## src/rtl/pwm_multi.sv

```systemverilog
// rtl/pwm_multi.sv - multi-channel PWM with a shared counter and period-boundary shadow config
// Optional output polarity control is built when PWM_MULTI_POLARITY_EN is defined.
module pwm_multi #(
    parameter int CHANNELS     = 4,
    parameter int WIDTH        = 10,
    parameter int RESET_PERIOD = 99
) (
    input  logic                      clk,
    input  logic                      rst,
    input  logic                      enable,
    input  logic [WIDTH-1:0]          cfg_period,
    input  logic [CHANNELS*WIDTH-1:0] cfg_duty,
    input  logic                      cfg_center,
    input  logic                      cfg_load,
`ifdef PWM_MULTI_POLARITY_EN
    input  logic [CHANNELS-1:0]       cfg_invert,
`endif
    output logic                      cfg_pending,
    output logic [CHANNELS-1:0]       pwm_out,
    output logic                      period_tail
);

    localparam logic [WIDTH-1:0] ONE = WIDTH'(1);

    logic [WIDTH-1:0]          cnt;
    logic                      down;

    logic [WIDTH-1:0]          act_period;
    logic [CHANNELS*WIDTH-1:0] act_duty;
    logic                      act_center;
    logic [CHANNELS-1:0]       act_inv;

    logic [WIDTH-1:0]          pend_period;
    logic [CHANNELS*WIDTH-1:0] pend_duty;
    logic                      pend_center;
    logic [CHANNELS-1:0]       pend_inv;

    logic [CHANNELS-1:0]       inv_in;
    logic [CHANNELS-1:0]       cmp;

`ifdef PWM_MULTI_POLARITY_EN
    assign inv_in = cfg_invert;
`else
    assign inv_in = '0;
`endif

    // P = 1 in center mode never reaches the down leg, so its tail is the single visit to 1.
    always_comb begin
        period_tail = 1'b0;
        if (enable) begin
            if (act_period == '0)
                period_tail = 1'b1;
            else if (!act_center)
                period_tail = (cnt == act_period);
            else
                period_tail = (cnt == ONE) && (down || act_period == ONE);
        end
    end

    always_ff @(posedge clk) begin
        if (rst) begin
            cnt  <= '0;
            down <= 1'b0;
        end else if (!enable || period_tail) begin
            cnt  <= '0;
            down <= 1'b0;
        end else if (!act_center) begin
            cnt <= cnt + ONE;
        end else if (down) begin
            cnt <= cnt - ONE;
        end else if (cnt == act_period) begin
            down <= 1'b1;
            cnt  <= cnt - ONE;
        end else begin
            cnt <= cnt + ONE;
        end
    end

    // A load in a disabled or tail cycle bypasses the shadow set; otherwise it waits in pending.
    always_ff @(posedge clk) begin
        if (rst) begin
            act_period  <= WIDTH'(RESET_PERIOD);
            act_duty    <= '0;
            act_center  <= 1'b0;
            act_inv     <= '0;
            pend_period <= '0;
            pend_duty   <= '0;
            pend_center <= 1'b0;
            pend_inv    <= '0;
            cfg_pending <= 1'b0;
        end else if (cfg_load && (!enable || period_tail)) begin
            act_period  <= cfg_period;
            act_duty    <= cfg_duty;
            act_center  <= cfg_center;
            act_inv     <= inv_in;
            cfg_pending <= 1'b0;
        end else if (period_tail && cfg_pending) begin
            act_period  <= pend_period;
            act_duty    <= pend_duty;
            act_center  <= pend_center;
            act_inv     <= pend_inv;
            cfg_pending <= 1'b0;
        end else if (cfg_load) begin
            pend_period <= cfg_period;
            pend_duty   <= cfg_duty;
            pend_center <= cfg_center;
            pend_inv    <= inv_in;
            cfg_pending <= 1'b1;
        end
    end

    always_comb begin
        cmp = '0;
        for (int i = 0; i < CHANNELS; i++)
            cmp[i] = (cnt < act_duty[i*WIDTH +: WIDTH]);
    end

    always_ff @(posedge clk) begin
        if (rst)
            pwm_out <= '0;
        else if (enable)
            pwm_out <= cmp ^ act_inv;
        else
            pwm_out <= act_inv;
    end

endmodule
```

## config.mk

```make
export PLATFORM = sky130hd
export DESIGN_NAME = pwm_multi
export DESIGN_NICKNAME = d
export VERILOG_FILES = /design/src/rtl/pwm_multi.sv
export SDC_FILE = /design/constraint.sdc
export NUM_CORES = 1
export LEC_CHECK = 0
export ABC_AREA = 1
export CAP_MARGIN = 20
export CORE_UTILIZATION = 30
export CTS_CLUSTER_SIZE = 40
export DETAILED_ROUTE_END_ITERATION = 12
export PLACE_DENSITY = 0.45
export SYNTH_ARGS = -nofsm -noshare
export SYNTH_HDL_FRONTEND = slang
export SYNTH_SLANG_ARGS = --single-unit
```

## constraint.sdc

```tcl
create_clock -name clk -period 2.5 [get_ports clk]
set_clock_uncertainty 0.15 [all_clocks]
set_input_delay 0.5 -clock clk [delete_from_list [all_inputs] [get_ports clk]]
set_output_delay 0.5 -clock clk [all_outputs]
set_load 0.05 [all_outputs]
```

Word level (Yosys, flattened, before mapping):

Cells that the tools add are included.

* $add $sub $neg: 2
* $lt $le $gt $ge: 4
* eq/ne operators: 3
* mux-type cells: 14
* bitwise operators: 3
* reductions and logical operators: 12

Operator list (count)
* two-way mux 40 bit: 2
* two-way mux 10 bit: 5
* < comparator 10 bit: 4
* == test 10 x 1 -> 1 bit (second input constant): 2
* adder 10 x 1 -> 10 bit (second input constant): 1
* == test 10 bit: 1
* zero test 10 bit: 1
* subtractor 10 x 1 -> 10 bit (second input constant): 1
* two-way mux 1 bit: 7
* OR reduction 2 bit: 2
* logical AND 1 bit: 3
* NOT 1 bit: 3
* AND reduction 3 bit: 1
* OR reduction 3 bit: 1
* logical OR 1 bit: 2
* nonzero test 2 bit: 1
* zero test 1 bit: 1

* register bits: 118
* input bits: 55
* output and inout port bits: 6
* logic and storage cells: 48

Depth between registers and ports, before layout:

Gate-level depths: netlist of run 1.

* depth in word-level cells: 10
* mapped depth: 15
* depth with buffers taken out: 15

Least setup slack after synthesis of run 1:

Ideal clock, no wire load.

* kind: flip-flop to output port
* from: register cnt[1]
* to: output period_tail
* data arrival time: 1825 ps
* data required time: 1850 ps
* slack: 25 ps
* cell stages (with the launch flop): 8
* buffers on the path: 0
* path through: dfxtp_1 -> inv_1 -> ha_1 -> nand2_1 -> nand3b_1 -> nor2_1 -> a21oi_2 -> a21oi_1

* longest elaborated chain between the ends: 5
* elaborated cells on any way between the ends: 6
* those cells by class: eq/ne: 2; mux: 3; reduce/logical: 1

Ends and longest elaborated chain
* start: declaration: RTL line 25 `logic [WIDTH-1:0] cnt;`
* start signal: assignment: RTL line 68 `cnt <= cnt + ONE;`
* start signal: assignment: RTL line 70 `cnt <= cnt - ONE;`
* start signal: assignment: RTL line 73 `cnt <= cnt - ONE;`
* == test 10 x 1 -> 1 bit: RTL line 56 `period_tail = (cnt == ONE) && (down || act_period == ONE);`
* logical AND 1 bit: RTL line 56
* two-way mux 1 bit (*): RTL line 53 `else if (!act_center)`
* two-way mux 1 bit (*): RTL line 51 `if (act_period == '0)`
* two-way mux 1 bit (*): RTL line 50 `if (enable) begin`
* end: declaration: RTL line 20 `output logic period_tail`

Mark *: on every way between the ends. The rest lies on a longest branch, timed or not.

Final worst setup path of run 1:

Same ends and word-level chain as after synthesis.

==> results of run 1 <==
==> registers in the layout, indices dropped and copies added (netlist names) <==
signal,count
pend_duty,40
down,1
cnt,10
act_duty,40
cfg_pending,1
act_center,1
pwm_out,4
pend_period,10
pend_center,1
act_period,10
==> per-stage QoR <==
step           hold slack (ps)  setup WS [ps]  TNS, ps
6_report                 316.0          64.81        0
5_1_grt                  330.2         -22.15   -22.15
4_1_cts                  319.5          9.535        0
3_5_place_dp             311.3          96.70        0
3_3_place_gp             308.5          158.9        0
2_1_floorplan            289.8          24.83        0
==> power by group through the flow <==
stage	Clock [mW]	Combinational, mW	Sequential [mW]
after floorplan	0	0.353	2.09
after global placement	0	0.589	2.08
after global routing	2.55	0.678	2.06
after detailed placement	0	0.590	2.08
after CTS	2.47	0.597	2.05
final	2.40	0.592	2.04
==> layer usage <==
layer | vias to the layer above | part of all wire
met5 | - | 0
li1 | 3115 | -
met2 | 61 | 0.49
met3 | 11 | 0.022
met4 | 0 | 0.0084
met1 | 2656 | 0.48
==> synth_stat cells, drive strengths merged <==
| cell | count | area, µm² |
|---|---|---|
| nor2 | 208 | 790.8 |
| nand2 | 177 | 681.9 |
| inv | 129 | 486.7 |
| dfxtp | 118 | 2362 |
| nand3 | 79 | 425.4 |
| o21ai | 63 | 315.3 |
| a21oi | 53 | 269.0 |
| ha | 39 | 488.0 |
| buf | 25 | 163.9 |
| clkbuf | 18 | 67.56 |
| nand4 | 5 | 37.53 |
| nor3 | 5 | 25.02 |
| xor2 | 4 | 35.03 |
| a21boi | 3 | 22.52 |
| o2111ai | 3 | 26.28 |
| o211ai | 3 | 22.52 |
| xnor2 | 3 | 26.28 |
| nand3b | 2 | 15.01 |
| o21a | 2 | 15.01 |
| a211o | 1 | 8.760 |
| a31oi | 1 | 6.260 |
| o21bai | 1 | 7.510 |
| o31ai | 1 | 7.510 |
| or2 | 1 | 6.260 |
==> path summary, 6_finish.rpt <==
| path | cells past startpoint | end | slack [ps] |
|---|---|---|---|
| setup / recovery | 8 | period_tail | 60 |
| hold / removal | 2 | act_duty[13]$_SDFFE_PP0P_ | 320 |
| setup reg to reg | 13 | pend_period[1]$_SDFFE_PP0P_ | 200 |
| hold reg to reg | 2 | act_duty[13]$_SDFFE_PP0P_ | 320 |
==> kinds of logic (layout without fill, tap and decap cells) <==
| group | count (synthesis) | after routing | synth area share |
|---|---|---|---|
| buffers and inverters | 172 | 258 | 0.1138 |
| adder cells (fa/ha/maj) | 39 | 39 | 0.07730 |
| AND/OR/NAND/NOR | 477 | 477 | 0.3140 |
| XOR/XNOR | 7 | 7 | 0.009713 |
| flip-flops | 118 | 118 | 0.3742 |
| AO/OA/AOI/OAI | 131 | 131 | 0.1110 |
==> area by class of cell <==
cell class,instances,area [µm²]
Clock buffer,19,432.9
Clock inverter,11,135.1
Fill cell,2200,12410
Inverter,129,494.2
Multi-Input combinational cell,654,3283
Sequential cell,118,2385
Tap cell,270,337.8
Timing Repair Buffer,99,955.9
==> critical path, stage by stage, from the launching register on <==
cell and delay, ps:
sky130_fd_sc_hd__dfxtp_2 340, sky130_fd_sc_hd__inv_4 70, sky130_fd_sc_hd__ha_4 120, sky130_fd_sc_hd__nand2_1 40
sky130_fd_sc_hd__nand3b_1 170, sky130_fd_sc_hd__nor2_2 180, sky130_fd_sc_hd__a21oi_4 100, sky130_fd_sc_hd__a21oi_4 190
sky130_fd_sc_hd__buf_12 150
==> what timing repair did <==
| item | in CTS | in global routing |
|---|---|---|
| cloned | 0 | 0 |
| pin swaps | 6 | 4 |
| resized for setup | 12 | 20 |
| setup endpoints to repair | 1 | 69 |
| buffers inserted | 5 | 3 |
==> load_flow_metrics.sql, run 1 <==
INSERT INTO impl_metrics (metric_group, metric, value, unit) VALUES
('logic_synthesis', 'postSynthAreaPerCell', '6.687', 'µm²'),
('sta', 'rsz_0062_raised_after_global_routing', 'true', ''),
('layout', 'fin_util', '0.3928', ''),
('die', 'die-width', '147.1', 'µm'),
('layout', 'mostFrequentLayoutCells', 'sky130_fd_sc_hd__nor2_1, sky130_fd_sc_hd__nand2_1, sky130_fd_sc_hd__inv_1, sky130_fd_sc_hd__dfxtp_1, sky130_fd_sc_hd__nand3_1', ''),
('drt', 'detail_route.iter0.violations', '241', ''),
('setup_path', 'worstSetupPathType', 'flop to output port', ''),
('layout', 'area_grow_syn2layout', '27.12', '%'),
('die', 'ios', '61', ''),
('global_route', 'first_global_vias', '5715', ''),
('layout', 'insertedDiodeCount', '0', ''),
('die', 'initial_utilization', '0.3090', ''),
('sta', 'fmax', '410.6', 'MHz'),
('global_route', 'antenna_found_initial', '0', ''),
('clocking', 'htree_levels', '4', ''),
('sta', 'tightest_slew', '729.0', 'ps'),
('clocking', 'cts.clk_slew.worst_paths', '60', 'ps'),
('clocking', 'cts_buffers', '17', ''),
('clocking', 'clkLatencyLatePin', '420', 'ps'),
('power', 'proportion_of_power_drawn_by_the_clock_network', '0.477', ''),
('drt', 'route.detailed.wl_per_inst', '13.81', 'µm'),
('worst_hold_path', 'worst_hold_path_type', 'flop to flop', ''),
('logic_synthesis', 'syn-instance-count', '944', ''),
('sta', 'share_of_the_clock_period_used_by_the_worst_path_after_layout', '0.9741', ''),
('power', 'peak_ir_drop_on_the_vdd_network', '0.4090', 'mV'),
('logic_synthesis', 'yosys_register_bits', '118', ''),
('placed_design', 'placed_cell_area', '0.007295', 'mm²'),
('global_route', 'grt_first_pass_wirelength', '29240', 'µm'),
('setup_path', 'cp-start-kind', 'flop', ''),
('logic_synthesis', 'ys_types', '38', ''),
('layout', 'finalNonFillerCells', '1300', ''),
('power', 'p_seq_frac', '0.406', ''),
('logic_synthesis', 'ys.warnings.count', '0', ''),
('sta', 'min_period', '2435', 'ps'),
('setup_path', 'critical_path_arrival', '1790', 'ps'),
('global_route', 'residual_overflow_from_global_routing', '0', ''),
('power', 'power-per-cell-area', '627.9', 'mW/mm²'),
('logic_synthesis', 'synth_fp_nets', '1038', ''),
('setup_path', 'worstSetupEndpointType', 'output port', ''),
('power', 'p_leak', '3.579', 'nW'),
('global_route', 'global_route.usage.met3', '0.03354', ''),
('setup_path', 'timing.rr.start', 'cnt[7]$_SDFF_PP0_', ''),
('global_route', 'globalRouteTotalUtil', '0.1759', ''),
('layout', 'layout_commonest_cell', 'sky130_fd_sc_hd__nor2_1', ''),
('placed_design', 'globalplace.congestion', '0.8596', ''),
('clocking', 'cts.path.max_buffers', '2', ''),
('outcome', 'outcome', 'completed', ''),
('setup_path', 'path_max_fanout', '3', ''),
('worst_hold_path', 'worstHoldStart', 'act_duty[13]$_SDFFE_PP0P_', ''),
('clocking', 'root_buffer', 'sky130_fd_sc_hd__clkbuf_16', ''),
('die', 'die_y', '147.1', 'µm'),
('placed_design', 'port_buffers', '60', ''),
('clocking', 'cts_tree', 'done', ''),
('drt', 'vias', '5843', ''),
('logic_synthesis', 'synth-seq-area-share', '0.3742', ''),
('power', 'power.switching_fraction', '0.2509', ''),
('die', 'placement_rows', '52', ''),
('setup_path', 'critPathLaunch', 'cnt[1]$_SDFF_PP0_', ''),
('power', 'internal-power', '3.774', 'mW'),
('job', 'max_cap_viol_count', '0', ''),
('global_route', 'grt_max_degree', '52', ''),
('sta', 'finalSetupViolCount', '0', ''),
('die', 'die-area', '0.02163', 'mm²'),
('placed_design', 'dpl.cell_count', '1262', ''),
('global_route', 'gr-usage-met2', '0.3068', ''),
('drt', 'routed_via_density', '4.495', ''),
('power', 'post-layout-total-power', '5.038', 'mW'),
('drt', 'drc', '0', ''),
('sta', 'maxSlewHeadroom', '0.5133', ''),
('logic_synthesis', 'netlist_area', '0.006312', 'mm²'),
('clocking', 'holdBufCountCts', '0', '');
(Power assumes the default switching activity.)
==> run 2, diff against run 1 <==
Settings changed: ABC_AREA 1 to default, PLACE_DENSITY 0.45 to 0.46.
==> load_flow_metrics.sql, run 2 <==
INSERT INTO impl_metrics (metric_group, metric, value, unit) VALUES
('setup_path', 'worst-r2r-cell-count', '10', ''),
('clocking', 'cts_tree', 'done', ''),
('power', 'peak_ir_drop_on_the_vdd_network', '0.4532', 'mV'),
('sta', 'tightest_slew', '504.1', 'ps'),
('clocking', 'cts.path.max_buffers', '2', ''),
('drt', 'routed_via_density', '5.153', ''),
('drt', 'detail_route.iter0.violations', '375', ''),
('power', 'proportion_of_power_drawn_by_the_clock_network', '0.494', ''),
('power', 'post-layout-total-power', '5.405', 'mW'),
('sta', 'post-route-worst-setup-slack', '-311.3', 'ps'),
('logic_synthesis', 'synth_ff_type', 'sky130_fd_sc_hd__dfxtp_1', ''),
('sta', 'min_period', '2811', 'ps'),
('die', 'core_area', '0.01809', 'mm²'),
('power', 'internal-power', '4.114', 'mW'),
('logic_synthesis', 'synth_fp_nets', '742', ''),
('logic_synthesis', 'post-synth-top-count-cell', 'sky130_fd_sc_hd__dfxtp_1', ''),
('worst_hold_path', 'worstHoldPathCells', '2', ''),
('drt', 'wl', '19090', 'µm'),
('power', 'p_seq_frac', '0.375', ''),
('clocking', 'cts_buffers', '17', ''),
('global_route', 'grt_max_degree', '54', ''),
('logic_synthesis', 'proportion_of_synthesized_flip_flops_having_asynchronous_set_or_reset', '0', ''),
('global_route', 'globalRouteTotalUtil', '0.1727', ''),
('worst_hold_path', 'worst_hold_path_type', 'input pin to flop', ''),
('placed_design', 'port_buffers', '60', ''),
('layout', 'multi_input_area', '0.003323', 'mm²'),
('setup_path', 'path_max_fanout', '3', ''),
('clocking', 'sinks_on_clock_net', '118', ''),
('logic_synthesis', 'synth.cells.most_frequent', 'sky130_fd_sc_hd__dfxtp_1, sky130_fd_sc_hd__nand2_1, sky130_fd_sc_hd__a21oi_1', ''),
('setup_path', 'worst_path_max_delay_cell', 'sky130_fd_sc_hd__or4_4', ''),
('layout', 'area_grow_syn2layout', '49.61', '%'),
('logic_synthesis', 'yosys_register_bits', '118', ''),
('worst_hold_path', 'worst_case_hold_path_end_point', 'act_period[3]$_SDFFE_PP0P_', ''),
('setup_path', 'reg2reg_to', 'act_duty[6]$_SDFFE_PP0P_', ''),
('layout', 'drive_above_1_share', '0.2779', ''),
('logic_synthesis', 'ys.warnings.count', '0', ''),
('global_route', 'antenna_found_initial', '0', ''),
('power', 'power-per-cell-area', '649.3', 'mW/mm²'),
('setup_path', 'timing.critical_path.required', '1850', 'ps'),
('clocking', 'root_buffer', 'sky130_fd_sc_hd__clkbuf_16', ''),
('layout', 'finish.net_count', '844', ''),
('layout', 'layout_commonest_cell', 'sky130_fd_sc_hd__dfxtp_1', ''),
('die', 'die_y', '138.2', 'µm'),
('logic_synthesis', 'synth_edf_count', '0', ''),
('sta', 'maxSlewHeadroom', '0.6629', ''),
('layout', 'insertedDiodeCount', '0', ''),
('drt', 'drc', '6', ''),
('setup_path', 'timing.rr.start', 'cnt[3]$_SDFF_PP0_', ''),
('drt', 'vias', '5112', ''),
('setup_path', 'worstSetupPathType', 'flop to output port', ''),
('clocking', 'holdBufCountCts', '0', ''),
('job', 'max_cap_viol_count', '0', ''),
('logic_synthesis', 'syn-instance-count', '648', ''),
('power', 'share_comb_of_total_power', '0.131', ''),
('clocking', 'cts.clk_slew.worst_paths', '60', 'ps'),
('logic_synthesis', 'netlist_area', '0.005564', 'mm²'),
('global_route', 'residual_overflow_from_global_routing', '0', ''),
('drt', 'detailedRoute.firstPassIterationCount', '9', ''),
('setup_path', 'critical_path_arrival', '2160', 'ps'),
('sta', 'fmax', '355.7', 'MHz'),
('layout', 'fillerInstances', '1697', ''),
('sta', 'whs', '291.3', 'ps'),
('power', 'p_leak', '3.314', 'nW'),
('logic_synthesis', 'ys_types', '40', ''),
('die', 'placement_rows', '49', ''),
('setup_path', 'worstSetupEndpointType', 'output port', ''),
('power', 'power.switching_fraction', '0.2388', ''),
('worst_hold_path', 'worstHoldStart', 'rst', ''),
('setup_path', 'cp-start-kind', 'flop', ''),
('placed_design', 'globalplace.congestion', '0.8247', ''),
('outcome', 'outcome', 'complete, but fails checks', ''),
('die', 'die-area', '0.01910', 'mm²'),
('logic_synthesis', 'ys_top_cells_by_area', 'sky130_fd_sc_hd__dfxtp_1, sky130_fd_sc_hd__ha_1, sky130_fd_sc_hd__a221o_1, sky130_fd_sc_hd__nand2_1, sky130_fd_sc_hd__a21oi_1', ''),
('die', 'initial_utilization', '0.3076', ''),
('sta', 'final_max_slew_viol_count', '0', ''),
('logic_synthesis', 'postSynthAreaPerCell', '8.587', 'µm²'),
('layout', 'mostFrequentLayoutCells', 'sky130_fd_sc_hd__dfxtp_1, sky130_fd_sc_hd__nand2_1, sky130_fd_sc_hd__clkdlybuf4s50_1, sky130_fd_sc_hd__a221o_1, sky130_fd_sc_hd__inv_1', ''),
('clocking', 'htree_levels', '4', ''),
('setup_path', 'max_stage_delay', '540', 'ps'),
('die', 'ios', '61', ''),
('setup_path', 'rrSetupSlack', '-60', 'ps'),
('sta', 'finalSetupViolCount', '49', ''),
('clocking', 'clkLatencyLatePin', '420', 'ps'),
('drt', 'route.detailed.wl_per_inst', '19.24', 'µm'),
('logic_synthesis', 'synth-seq-area-share', '0.4246', ''),
('setup_path', 'crit_chain', 'or4_4 -> nor3_4 -> o22ai_2 -> and2_4 -> buf_6 -> nor2b_4 -> buf_12', ''),
('sta', 'share_of_the_clock_period_used_by_the_worst_path_after_layout', '1.125', ''),
('power', 'net-switching-power', '1.291', 'mW'),
('global_route', 'grt_first_pass_wirelength', '25650', 'µm'),
('sta', 'hold_viol', '0', ''),
('drt', 'antenna_left', '0', ''),
('outcome', 'violations', 'design-rule violations, negative setup slack', ''),
('layout', 'regArea', '0.002369', 'mm²'),
('placed_design', 'dp_hpwl', '10400', 'µm'),
('logic_synthesis', 'synth_largest_area_cell', 'sky130_fd_sc_hd__dfxtp_1', ''),
('layout', 'largest_registers', 'act_duty: 40 flops, pend_duty: 40 flops', ''),
('layout', 'fin_util', '0.4603', ''),
('sta', 'rsz_0062_raised_after_global_routing', 'true', ''),
('global_route', 'first_global_vias', '4869', ''),
('logic_synthesis', 'post-synth-top-area-fraction', '0.4246', ''),
('die', 'die-width', '138.2', 'µm');
==> run 2: cell types whose count changed after synthesis, moves of 18 or more <==
cell | before | now
sky130_fd_sc_hd__nand2_1 | 174 | 115
sky130_fd_sc_hd__a221o_1 | 0 | 44
sky130_fd_sc_hd__inv_1 | 122 | 42
sky130_fd_sc_hd__o21ai_0 | 60 | 5
sky130_fd_sc_hd__nor2_1 | 206 | 23
sky130_fd_sc_hd__nor3_1 | 5 | 42
sky130_fd_sc_hd__nand3_1 | 76 | 11
sky130_fd_sc_hd__a21o_1 | 0 | 18
==> run 2: kinds of logic after synthesis <==
logic type               Yosys count  synth area share
flip-flops                       118            0.4246
buffers and inverters             86           0.06881
XOR/XNOR                          18           0.02834
AND/OR/NAND/NOR                  230            0.1869
AO/OA/AOI/OAI                    152            0.1947
adder cells (fa/ha/maj)           39           0.08770
multiplexers                       5          0.008995
==> run 2: worst max-delay path by stage <==
stage / endpoint / depth (start not counted) / slack [ps] / from
floorplan: act_duty[11]$_SDFFE_PP0P_ / 10 / -10 / cnt[2]$_SDFF_PP0_
global placement: act_period[5]$_SDFFE_PP1P_ / 8 / -40 / cnt[8]$_SDFF_PP0_
detailed placement: act_duty[27]$_SDFFE_PP0P_ / 8 / -30 / cnt[8]$_SDFF_PP0_
CTS: period_tail / 7 / -370 / cnt[8]$_SDFF_PP0_
global route: period_tail / 7 / -390 / cnt[3]$_SDFF_PP0_
finish: period_tail / 7 / -310 / cnt[3]$_SDFF_PP0_
==> run 2: timing repair <==
action	CTS	global route
buffers inserted	1	10
endpoints found under the setup margin	32	94
pin swaps	1	57
cloned	0	16
resized for setup	5	131
==> run 2: worst max-delay path: cells and delay by family (launching register included) <==
family | cells | cell delay (ps)
AND/OR/NAND/NOR | 4 | 1050
buffers and inverters | 2 | 270
flip-flops | 1 | 320
AO/OA/AOI/OAI | 1 | 110
==> run 2: through the flow <==
stage / cell area (µm²) / instances / setup TNS, ps / setup WS, ps
finish: 8324 / 992 / -1555 / -311.3
global route: 8324 / 992 / -6923 / -391.5
global placement: 6701 / 933 / -56.38 / -38.60
detailed placement: 6701 / 933 / -182.0 / -27.26
CTS: 7375 / 966 / -366.4 / -366.4
floorplan: 5598 / 648 / -313.0 / -9.856
==> run 2: cell type report <==
| class | count | share of cell area |
|---|---|---|
| inverter | 42 | 0.01894 |
| multi-input combinational | 444 | 0.3992 |
| sequential | 118 | 0.2845 |
| timing repair buffer | 127 | 0.1855 |
| clock inverter | 8 | 0.01714 |
| clock buffer | 24 | 0.06027 |
| tap | 229 | 0.03442 |
==> run 2: routing by layer <==
layer | share of wire | global-route usage | up-vias | wire [µm]
met4 | 0.016 | 0.04908 | 0 | 311
met5 | 0 | 0 | - | 0
met3 | 0.042 | 0.04191 | 20 | 795
met1 | 0.48 | 0.2300 | 2485 | 9085
met2 | 0.47 | 0.2777 | 118 | 8897
li1 | - | - | 2489 | -
==> run 2: power by group through the flow <==
stage / sequential (mW) / combinational [mW] / clock, mW
3_5_place_dp: 2.05 / 0.540 / 0
2_1_floorplan: 2.07 / 0.284 / 0
3_3_place_gp: 2.05 / 0.531 / 0
4_1_cts: 2.01 / 0.546 / 2.70
6_report: 2.03 / 0.707 / 2.67
5_1_grt: 2.03 / 0.759 / 2.79
